`config.mk`:
```
export PLATFORM = sky130hd
export DESIGN_NAME = array_reverse
export DESIGN_NICKNAME = d
export VERILOG_FILES = /design/src/rtl/array_reverse.sv
export SDC_FILE = /design/constraint.sdc
export NUM_CORES = 1
export LEC_CHECK = 0
export ABC_CLOCK_PERIOD_IN_PS = 2100
export CORE_ASPECT_RATIO = 0.5
export CORE_UTILIZATION = 47
export CTS_CLUSTER_SIZE = 16
export DETAILED_ROUTE_END_ITERATION = 10
export GPL_ROUTABILITY_DRIVEN = 0
export PLACE_DENSITY = 0.76
export SLEW_MARGIN = 10
export SYNTH_ARGS = -nofsm -noshare
export SYNTH_HDL_FRONTEND = slang
export SYNTH_SLANG_ARGS = --single-unit
```
`constraint.sdc`:
```
create_clock -name clk -period 2.1 [get_ports clk]
set_input_delay 0.525 -clock clk [delete_from_list [all_inputs] [get_ports clk]]
set_output_delay 0.525 -clock clk [all_outputs]
set_load 0.02 [all_outputs]
```
`src/rtl/array_reverse.sv`:
```
// array_reverse
//   Reverses a region [lo..hi] of an external single-port array in place by
//   pairwise swaps. The array is read combinationally (arr_do follows
//   arr_addr) and written at the clock edge that completes a request.
//   A request completes in any cycle with arr_valid && arr_ready.
//
//   Optional build macro: ARRAY_REVERSE_SKIP_EQ_EN
//     When defined, a pair whose two values are already equal is not written
//     back and is not counted in out_swaps.
//
// Ports
//   clk, nrst            clock, asynchronous active-low reset
//   in_valid/in_ready    command handshake, in_lo/in_hi = region bounds
//   out_valid/out_ready  result handshake, out_swaps = pairs written
//   arr_valid/arr_ready  array request handshake
//   arr_addr, arr_we     request address, 1 = write / 0 = read
//   arr_di, arr_do       write data, combinational read data
//
// State table
//   IDLE  | waiting for a command, in_ready = 1
//   RD_LO | reading data[lo] into tmp_lo
//   RD_HI | reading data[hi], value goes straight into the write-data register
//   WR_LO | writing old data[hi] to data[lo]
//   WR_HI | writing old data[lo] to data[hi], then advance lo/hi
//   DONE  | presenting out_swaps until out_ready
module array_reverse #(
    parameter int AW = 4,
    parameter int DW = 16
) (
    input  logic          clk,
    input  logic          nrst,
    input  logic          in_valid,
    output logic          in_ready,
    input  logic [AW-1:0] in_lo,
    input  logic [AW-1:0] in_hi,
    output logic          out_valid,
    input  logic          out_ready,
    output logic [AW-1:0] out_swaps,
    output logic          arr_valid,
    input  logic          arr_ready,
    output logic [AW-1:0] arr_addr,
    output logic          arr_we,
    output logic [DW-1:0] arr_di,
    input  logic [DW-1:0] arr_do
);

    typedef enum logic [2:0] {
        IDLE  = 3'd0,
        RD_LO = 3'd1,
        RD_HI = 3'd2,
        WR_LO = 3'd3,
        WR_HI = 3'd4,
        DONE  = 3'd5
    } state_t;

    state_t        state;
    logic [AW-1:0] lo;
    logic [AW-1:0] hi;
    logic [AW-1:0] swaps;
    logic [DW-1:0] tmp_lo;

    logic [AW-1:0] lo_nxt;
    logic [AW-1:0] hi_nxt;
    logic          more;
    logic          xfer;

    // lo < hi holds whenever these are used, so neither bound can wrap.
    assign lo_nxt = lo + AW'(1);
    assign hi_nxt = hi - AW'(1);
    assign more   = lo_nxt < hi_nxt;
    assign xfer   = arr_valid && arr_ready;

    assign in_ready  = (state == IDLE);
    assign out_swaps = swaps;

    always_ff @(posedge clk or negedge nrst) begin
        if (!nrst) begin
            state     <= IDLE;
            lo        <= '0;
            hi        <= '0;
            swaps     <= '0;
            tmp_lo    <= '0;
            out_valid <= 1'b0;
            arr_valid <= 1'b0;
            arr_addr  <= '0;
            arr_we    <= 1'b0;
            arr_di    <= '0;
        end else begin
            case (state)
                IDLE: begin
                    if (in_valid) begin
                        lo    <= in_lo;
                        hi    <= in_hi;
                        swaps <= '0;
                        if (in_lo < in_hi) begin
                            state     <= RD_LO;
                            arr_valid <= 1'b1;
                            arr_addr  <= in_lo;
                            arr_we    <= 1'b0;
                        end else begin
                            state     <= DONE;
                            out_valid <= 1'b1;
                        end
                    end
                end

                RD_LO: begin
                    if (xfer) begin
                        tmp_lo   <= arr_do;
                        state    <= RD_HI;
                        arr_addr <= hi;
                    end
                end

                RD_HI: begin
                    if (xfer) begin
`ifdef ARRAY_REVERSE_SKIP_EQ_EN
                        if (arr_do == tmp_lo) begin
                            // Pair already symmetric: advance without writing.
                            lo <= lo_nxt;
                            hi <= hi_nxt;
                            if (more) begin
                                state    <= RD_LO;
                                arr_addr <= lo_nxt;
                            end else begin
                                state     <= DONE;
                                arr_valid <= 1'b0;
                                out_valid <= 1'b1;
                            end
                        end else begin
                            state    <= WR_LO;
                            arr_addr <= lo;
                            arr_we   <= 1'b1;
                            arr_di   <= arr_do;
                        end
`else
                        // arr_di doubles as the tmp_hi holding register.
                        state    <= WR_LO;
                        arr_addr <= lo;
                        arr_we   <= 1'b1;
                        arr_di   <= arr_do;
`endif
                    end
                end

                WR_LO: begin
                    if (xfer) begin
                        state    <= WR_HI;
                        arr_addr <= hi;
                        arr_di   <= tmp_lo;
                    end
                end

                WR_HI: begin
                    if (xfer) begin
                        swaps  <= swaps + AW'(1);
                        lo     <= lo_nxt;
                        hi     <= hi_nxt;
                        arr_we <= 1'b0;
                        if (more) begin
                            state    <= RD_LO;
                            arr_addr <= lo_nxt;
                        end else begin
                            state     <= DONE;
                            arr_valid <= 1'b0;
                            out_valid <= 1'b1;
                        end
                    end
                end

                DONE: begin
                    if (out_ready) begin
                        state     <= IDLE;
                        out_valid <= 1'b0;
                    end
                end

                default: begin
                    state     <= IDLE;
                    arr_valid <= 1'b0;
                    arr_we    <= 1'b0;
                    out_valid <= 1'b0;
                end
            endcase
        end
    end

endmodule

```
==> results of run 1 <==
-- worst max path at each step --
stage | from | end | slack, ns | cells after the start
after detailed placement | in_hi[2] | arr_addr[3] | -0.60 | 8
after floorplan | lo[1] | arr_addr[0] | 0.004 | 8
after global routing | lo[1] | arr_addr[1] | -0.19 | 8
after global placement | in_hi[2] | arr_addr[3] | -0.53 | 8
after CTS | lo[0] | arr_addr[1] | -0.09 | 8
final | lo[1] | arr_addr[1] | -0.10 | 8
-- cell type report --
type / instances / area, um^2 / share of cell area [%]
inverter: 11 / 41.3 / 0.975
clock inverter: 2 / 17.5 / 0.414
multi-input combinational: 203 / 1640 / 38.8
timing repair buffer: 101 / 935 / 22.1
tap: 84 / 105 / 2.48
clock buffer: 6 / 139 / 3.28
sequential: 54 / 1350 / 32.0
-- synthesized netlist by cell type (6+ instances only) --
cell type                  instances
sky130_fd_sc_hd__o21ai_0          32
sky130_fd_sc_hd__nand2_1          32
sky130_fd_sc_hd__mux2_2           19
sky130_fd_sc_hd__mux2i_1          19
sky130_fd_sc_hd__inv_1            11
sky130_fd_sc_hd__clkbuf_1          7
sky130_fd_sc_hd__nor2_1           13
sky130_fd_sc_hd__dfrtp_1          54
sky130_fd_sc_hd__a21oi_1          11
sky130_fd_sc_hd__nor3_1            6
sky130_fd_sc_hd__ha_1              9
-- worst reg2reg max path: stages, from the launching register on --
cell	delay [ns]
sky130_fd_sc_hd__dfrtp_2	0.41
sky130_fd_sc_hd__nand3_2	0.11
sky130_fd_sc_hd__xnor2_2	0.19
sky130_fd_sc_hd__inv_1	0.07
sky130_fd_sc_hd__ha_2	0.20
sky130_fd_sc_hd__a2111oi_4	0.38
sky130_fd_sc_hd__o21ai_2	0.12
sky130_fd_sc_hd__a21oi_4	0.27
sky130_fd_sc_hd__mux2_4	0.33
-- repair_timing --
item,4_1_cts,5_1_grt
pin swaps,8,9
endpoints found under the setup margin,8,23
gates resized for setup,27,13
hold endpoints to repair,0,0
buffers inserted,6,1
-- layer usage --
layer  vias up  GRT usage (%)
met5         -              0
li1       1192              -
met3         5           5.13
met2        41           40.5
met4         0           6.49
met1      1203           28.6
-- layout by cell type (no fill, tap or decap), types with 4 or more instances in the layout --
cell type	instances
sky130_fd_sc_hd__a21oi_1	10
sky130_fd_sc_hd__buf_4	41
sky130_fd_sc_hd__clkbuf_16	5
sky130_fd_sc_hd__clkdlybuf4s50_1	48
sky130_fd_sc_hd__dfrtp_1	52
sky130_fd_sc_hd__dlygate4sd2_1	4
sky130_fd_sc_hd__ha_2	4
sky130_fd_sc_hd__ha_4	4
sky130_fd_sc_hd__inv_1	9
sky130_fd_sc_hd__mux2_2	19
sky130_fd_sc_hd__mux2_4	4
sky130_fd_sc_hd__mux2i_1	19
sky130_fd_sc_hd__nand2_1	32
sky130_fd_sc_hd__nand2b_1	4
sky130_fd_sc_hd__nor2_1	12
sky130_fd_sc_hd__nor3_1	4
sky130_fd_sc_hd__o21ai_0	31
sky130_fd_sc_hd__o31ai_1	4
-- where the power goes --
group / switching [mW] / internal [mW]
combinational: 1.82 / 1.98
sequential: 0.304 / 1.52
clock: 0.385 / 0.479
total: 2.51 / 3.97
-- per-stage QoR --
stage	instance area, um^2	cells	hold WS, ns	worst slack, ns
after floorplan	2980	283	0.229	0.00393
after global placement	3890	447	0.462	-0.532
after detailed placement	3890	447	0.469	-0.602
after CTS	4180	461	0.224	-0.0864
after global routing	4240	461	0.226	-0.190
final	4240	461	0.215	-0.100
-- registers in the layout, summed over array words and instances, names as in the netlist --
name	count
arr_valid	1
tmp_lo	16
lo	4
out_valid	1
arr_addr	4
arr_di	16
state	3
out_swaps	4
arr_we	1
hi	4
-- cell families (layout without fill, tap and decap cells) --
kind of cell    count (synthesis)  count (layout)  share of synthesized area, %
compound gates                 71              71                          15.6
xor+xnor                        7               7                          2.09
simple gates                   74              74                          12.9
buf+inv                        26             120                          4.26
mux                            42              42                          15.3
flops                          54              54                          46.0
fa+ha+maj                       9               9                          3.83
==> impl_summary.md, run 1 <==
Finish
The area added between synthesis and finish is 44.2%. Cells fill about three quarters of the core in the end. In the final layout, the share of cells above drive strength 1 is 28.9%. The number of antenna diodes in the final layout is 0. The net count of the finished layout is about 410. The fill cell instance count of the final layout is ~420.

STA
For this run, the top clock speed supported by timing is 454 MHz. The worst pin sits at a relative slew slack of 65.5%. The setup TNS after final layout is -0.385 ns. The clock arrives with 0.00334 ns of skew. The final worst setup slack is -0.100 ns. The total count of max-transition violations in the final report came to 0. After layout, the minimum clock period comes to 2.20 ns. The share of the cycle needed by the critical path after routing is 105%.

The final number of setup-violating endpoints is 5. The number of hold-slack violations in the final timing report is 0. The measured slew at the worst slew-check pin is roughly 0.52 ns.

Setup repair after global routing could not meet its margin everywhere.

Critical path
The path type of the worst setup path is reg2reg. The worst setup slack for register-to-register paths is -0.10 ns. The cell with the biggest individual delay on the critical path is sky130_fd_sc_hd__dfrtp_2. Traced cell by cell, the critical path runs through nand3_2 -> xnor2_2 -> inv_1 -> ha_2 -> a2111oi_4 -> o21ai_2 -> a21oi_4 -> mux2_4. The kind of cell with the highest combined delay on the critical path is compound AO/OA/AOI/OAI gates.

The worst setup path is captured at a flop. Counting cells, the worst reg-to-reg path comes to 8. In this run the critical register-to-register path is launched from lo[1]. The worst path required time is 2.28 ns. The startpoint kind of the worst setup timing path is a flop. For the worst setup path, the data arrival time is roughly 2.4 ns. On the worst path, the slowest cell contributes a delay of 0.41 ns. In this run the worst path has a maximum fanout of 4. The number of buffers and inverters on the critical path is 1. The reg-to-reg critical path endpoint is arr_addr[1].

Synth
Ranked by total cell area, the synthesized netlist is headed by sky130_fd_sc_hd__dfrtp_1 46%, sky130_fd_sc_hd__mux2_2 7.3%, sky130_fd_sc_hd__mux2i_1 6.5%. The mapped netlist covers roughly 2900 um^2. sky130_fd_sc_hd__dfrtp_1 takes more of the synthesized area than any other cell. The number of different library cells used by synthesis comes to 47. A synthesized cell averages approximately 10 um^2. The async set-or-reset flop fraction in the synthesized netlist is 100%. The synthesized design contains 54 register bits. Yosys mapped a number of flops with a built-in enable equal to 0. The top-area cell type share of the netlist area is between 40% and 50%. Counting every instance in the synthesized netlist gives 283.

The sequential cell area fraction in the yosys report is about 46%. During synthesis, Yosys emitted a total of 0 warnings. The prevailing post-synth register cell is sky130_fd_sc_hd__dfrtp_1.

The net count of the mapped netlist is 321.

Global routing
Global routing used a little under a quarter of the available tracks. The via count of the first global-routing pass came to ~2400. The global-route wire length before repair is about 11 mm. The number of antenna violations at the first check in global routing was 0. Entering global routing, the biggest net connects 55 pins.

For this run the aggregate overflow at the end of global routing stands at 0.

Drt
Dividing the detail-routed wire length by the instance count gives about 15 um. The routed design has ~7 mm of wire. Detailed routing placed a total of between 200 and 300 um of wire on met3.

The count of vias placed by the detailed router is around 2400. Once detail routing completed, the nets flagged for antenna violations numbered 0. After detailed routing, the wire length on met1 is ~3.1 mm. The number of detailed-route iterations in the first pass is 4. In the routed design, unresolved DRC markers number 0. The detailed router finished its first iteration with 90 violations.

Routed signal wires occupy layers up through met4. Wire segments on met2 add up to 3.51 mm in the final route. The via density per instance is around 5.3.

Floorplanning
The floorplan step set the die width to 114 um. Pin placement for this block handled 57 I/O pins. The floorplan die height is a little under 60 um.

The overall die area is approximately 6600 um^2. The floorplan step defined a core boundary enclosing ~5800 um^2. In this run the core area contains 19 standard-cell rows.

Once the floorplan was initialized, standard cells occupied about half of the core.

Clock network
The tree is rooted in a sky130_fd_sc_hd__clkbuf_16. The number of sinks on the clock net is between 50 and 60. The clock insertion delay at the later pin of the skew report is 0.30 ns. After clock tree synthesis, the flow added hold-fix buffers numbering 0. TritonCTS created 5 clock buffers. The maximum clock insertion buffer count is 2. The total number of H-tree levels is 2. TritonCTS built the clock tree. The clock-pin slew reported for the worst setup and hold paths after clock tree synthesis is approximately 0.07 ns.

Power and ir drop
The power density over the cells is between 1500 and 2000 nW/um^2. The reported leakage power is between 1.5 and 2 nW. The maximum VDD drop is about 0.62 mV. Total power for the finished layout comes to between 6 and 7 mW.

Outcome
The final reports fail on setup timing. The run finished, with violations left.

Placement
The detailed placer's ending HPWL is 4.84 mm. The number of buffers inserted by port buffering is 56.

Run
The count of maximum capacitance violations is 0.

Worst hold path
The min-delay analysis places its worst path in the category in2async.
Note: power is estimated with default switching activity, not from simulation.
==> run 2, diff against run 1 <==
--- a/config.mk
+++ b/config.mk
@@ -5,13 +5,15 @@
 export SDC_FILE = /design/constraint.sdc
 export NUM_CORES = 1
 export LEC_CHECK = 0
-export ABC_CLOCK_PERIOD_IN_PS = 2100
+export ABC_CLOCK_PERIOD_IN_PS = 2300
 export CORE_ASPECT_RATIO = 0.5
-export CORE_UTILIZATION = 47
+export CORE_UTILIZATION = 52
 export CTS_CLUSTER_SIZE = 16
 export DETAILED_ROUTE_END_ITERATION = 10
 export GPL_ROUTABILITY_DRIVEN = 0
-export PLACE_DENSITY = 0.76
+export MAX_ROUTING_LAYER = met4
+export PLACE_DENSITY = 0.8
+export REMOVE_ABC_BUFFERS = 1
 export SLEW_MARGIN = 10
 export SYNTH_ARGS = -nofsm -noshare
 export SYNTH_HDL_FRONTEND = slang
==> constraint.sdc (replaced) <==
create_clock -name clk -period 2.3 [get_ports clk]
set_input_delay 0.575 -clock clk [delete_from_list [all_inputs] [get_ports clk]]
set_output_delay 0.575 -clock clk [all_outputs]
set_load 0.02 [all_outputs]
==> impl_summary.md, run 2 (synthesis results as in run 1) <==
Outcome
The run finished with clean final reports.

Finish
The largest registers in the layout are arr_di (16), tmp_lo (16). Leaving out fill and tap cells, the most frequent cell in the layout is sky130_fd_sc_hd__dfrtp_1. Leaving out fill and tap cells, the most frequent cells in the layout are 52 x sky130_fd_sc_hd__dfrtp_1, 50 x sky130_fd_sc_hd__clkdlybuf4s50_1, 32 x sky130_fd_sc_hd__nand2_1, 32 x sky130_fd_sc_hd__o21ai_0, 32 x sky130_fd_sc_hd__buf_4.

In the final design database the tool counted just over 400 nets. The number of antenna cells inserted is 0. The ratio of cells with drive above 1 in the final layout is between 20% and 30%.

The area growth from synthesis to layout is 39.7%.

Critical path
For this run, the slowest stage of the critical path takes approximately 0.4 ns. Walking the worst path, the cells encountered are nor3_1 -> xnor2_1 -> ha_2 -> o21a_1 -> nor2_2 -> o21ai_2 -> a21oi_4 -> mux2_4. The path depth of the worst reg2reg path is 8. Counting both buffers and inverters, the worst setup path holds a total of 0.

For the worst setup path, the data arrival time is 2.47 ns. The capturing element type of the critical path is a flop. The maximum fanout encountered on the critical timing path is 4.

The startpoint kind of the worst setup timing path is a flop. At the worst endpoint, the required time is 2.47 ns. Counting buffers and inverters, the worst setup path is 8 cells deep. Among all stages on the critical path, the largest delay is contributed by sky130_fd_sc_hd__dfrtp_1. The kind of cell with the highest combined delay on the critical path is compound AO/OA/AOI/OAI gates. The critical path in this run is classified as reg2reg.

Floorplanning
The overall die area is roughly 6000 um^2. The die is about 110 um wide. Once the floorplan was initialized, standard cells occupied 56.7% of the core.

From bottom edge to top edge, the die measures around 55 um. The floorplan has 18 rows. The core box area is about 5200 um^2. In this run the count of I/O pins placed on the die edge is 57.

STA
The post-layout minimum cycle time is between 2 and 2.5 ns. For the pin with the worst max-slew slack, the measured transition is approximately 0.6 ns. The maximum clock frequency is 435 MHz. The tightest hold path in the finished design has a slack of about 0.28 ns.

The total count of max-transition violations in the final report is 0. The final number of setup-violating endpoints is 0. The setup TNS after final layout is 0 ns.

The number of hold-slack violations in the final timing report came to 0. The clock arrives with approximately 0.0058 ns of skew. In this run the tightest slew margin relative to its limit is approximately three fifths. In the finished design, the share of the clock period the worst path needs comes to ~100%.

Clock network
In this run the number of H-tree levels came out at 2. The clock insertion delay at the later pin of the skew report is around 0.29 ns. The clock root buffer is sky130_fd_sc_hd__clkbuf_16.

TritonCTS built the clock tree. The longest clock path from root to sink contains 2 buffers. The number of clock buffers added by TritonCTS is 5. The clock-pin slew reported for the worst setup and hold paths after clock tree synthesis is 0.07 ns. The number of hold buffers added after CTS is 0.

Clock tree synthesis found a total of 54 sinks.

Global routing
Entering global routing, the biggest net connects 34 pins. The first global-routing pass estimated 11.8 mm of wire. The number of antenna violations at the first check in global routing is 0. The via count of the first global-routing pass came to 2505. For this run the aggregate overflow at the end of global routing stands at 0. The all-layer global routing usage is between 20% and 30%.

Drt
The remaining routing DRC violations is 0. The count of vias placed by the detailed router is between 2000 and 2500. Summed over all layers, the routed wires come to roughly 7.6 mm. The pre-antenna-repair detailed-routing pass consisted of 4 iterations. The average wire per standard cell is roughly 17 um. In the routed layout, each cell is associated on average with a via count of around 5.7. The starting DRC count in detailed routing is between 200 and 250. Once detail routing completed, the nets flagged for antenna violations numbered 0.

Placement
The detailed placer's ending HPWL is between 4 and 5 mm. The number of buffers inserted by port buffering is 56.

Run
The tool flagged a number of max-cap violations equal to 0.

Worst hold path
The type of the most critical hold path is in2async.

Power and ir drop
In this run the static leakage power is between 1.5 and 2 nW. The power density over the cells is between 1000 and 1500 nW/um^2. VDD sags by at most 0.996 mV.
-- run 2: cell count changes in the layout (fill, tap and decap cells not counted), moves of 2 or more --
cell and delta:
sky130_fd_sc_hd__buf_4 -9, sky130_fd_sc_hd__clkdlybuf4s50_1 +2, sky130_fd_sc_hd__dlygate4sd2_1 -2, sky130_fd_sc_hd__ha_1 +2
sky130_fd_sc_hd__ha_2 -3
-- run 2: area by class of cell --
| type | instances | area [um^2] |
|---|---|---|
| clock buffer | 5 | 125 |
| clock inverter | 2 | 38.8 |
| fill | 336 | 1080 |
| timing repair buffer | 90 | 841 |
| inverter | 11 | 41.3 |
| sequential | 54 | 1350 |
| tap | 70 | 87.6 |
| multi-input combinational | 203 | 1620 |
-- run 2: routing by layer --
| layer | vias up | GRT usage, % | share of wire, % |
|---|---|---|---|
| li1 | 1165 | - | - |
| met5 | - | - | 0 |
| met3 | 18 | 4.80 | 3.7 |
| met4 | 0 | 9.91 | 2.2 |
| met1 | 1199 | 31.5 | 43 |
| met2 | 80 | 50.4 | 51 |
-- run 2: timing repair --
| item | in CTS | in global routing |
|---|---|---|
| hold endpoints to repair | 0 | 0 |
| gates cloned | 0 | 0 |
| setup endpoints to repair | 5 | 8 |
| pin swaps | 5 | 5 |
| resized for setup | 17 | 16 |
| setup buffers | 3 | 2 |
-- run 2: where the power goes --
| part | internal [mW] | switching, mW |
|---|---|---|
| clock network | 0.510 | 0.338 |
| logic | 1.69 | 1.66 |
| registers | 1.39 | 0.304 |
| total | 3.58 | 2.30 |
-- run 2: final timing paths --
check                           from  slack, ns          end
hold / removal                  nrst       0.28    arr_di[2]
max in group asynchronous       nrst       1.43        lo[0]
min in group clk           arr_di[2]       0.48    arr_di[2]
hold reg to reg            arr_di[2]       0.48    arr_di[2]
setup / recovery               hi[0]      0.003  arr_addr[3]
setup reg to reg               hi[0]      0.003  arr_addr[3]
-- run 2: per-stage QoR --
stage	std cells	util, %	power (mW)	instance area, um^2	worst slack, ns
2_1_floorplan	268	-	3.32	2850	-0.0318
3_3_place_gp	423	72.2	4.41	3740	-0.385
3_5_place_dp	423	72.2	4.55	3740	-0.464
4_1_cts	433	77.6	5.68	4020	0.0000366
5_1_grt	435	79.2	6.23	4100	-0.0456
6_report	435	79.2	5.89	4100	0.00291
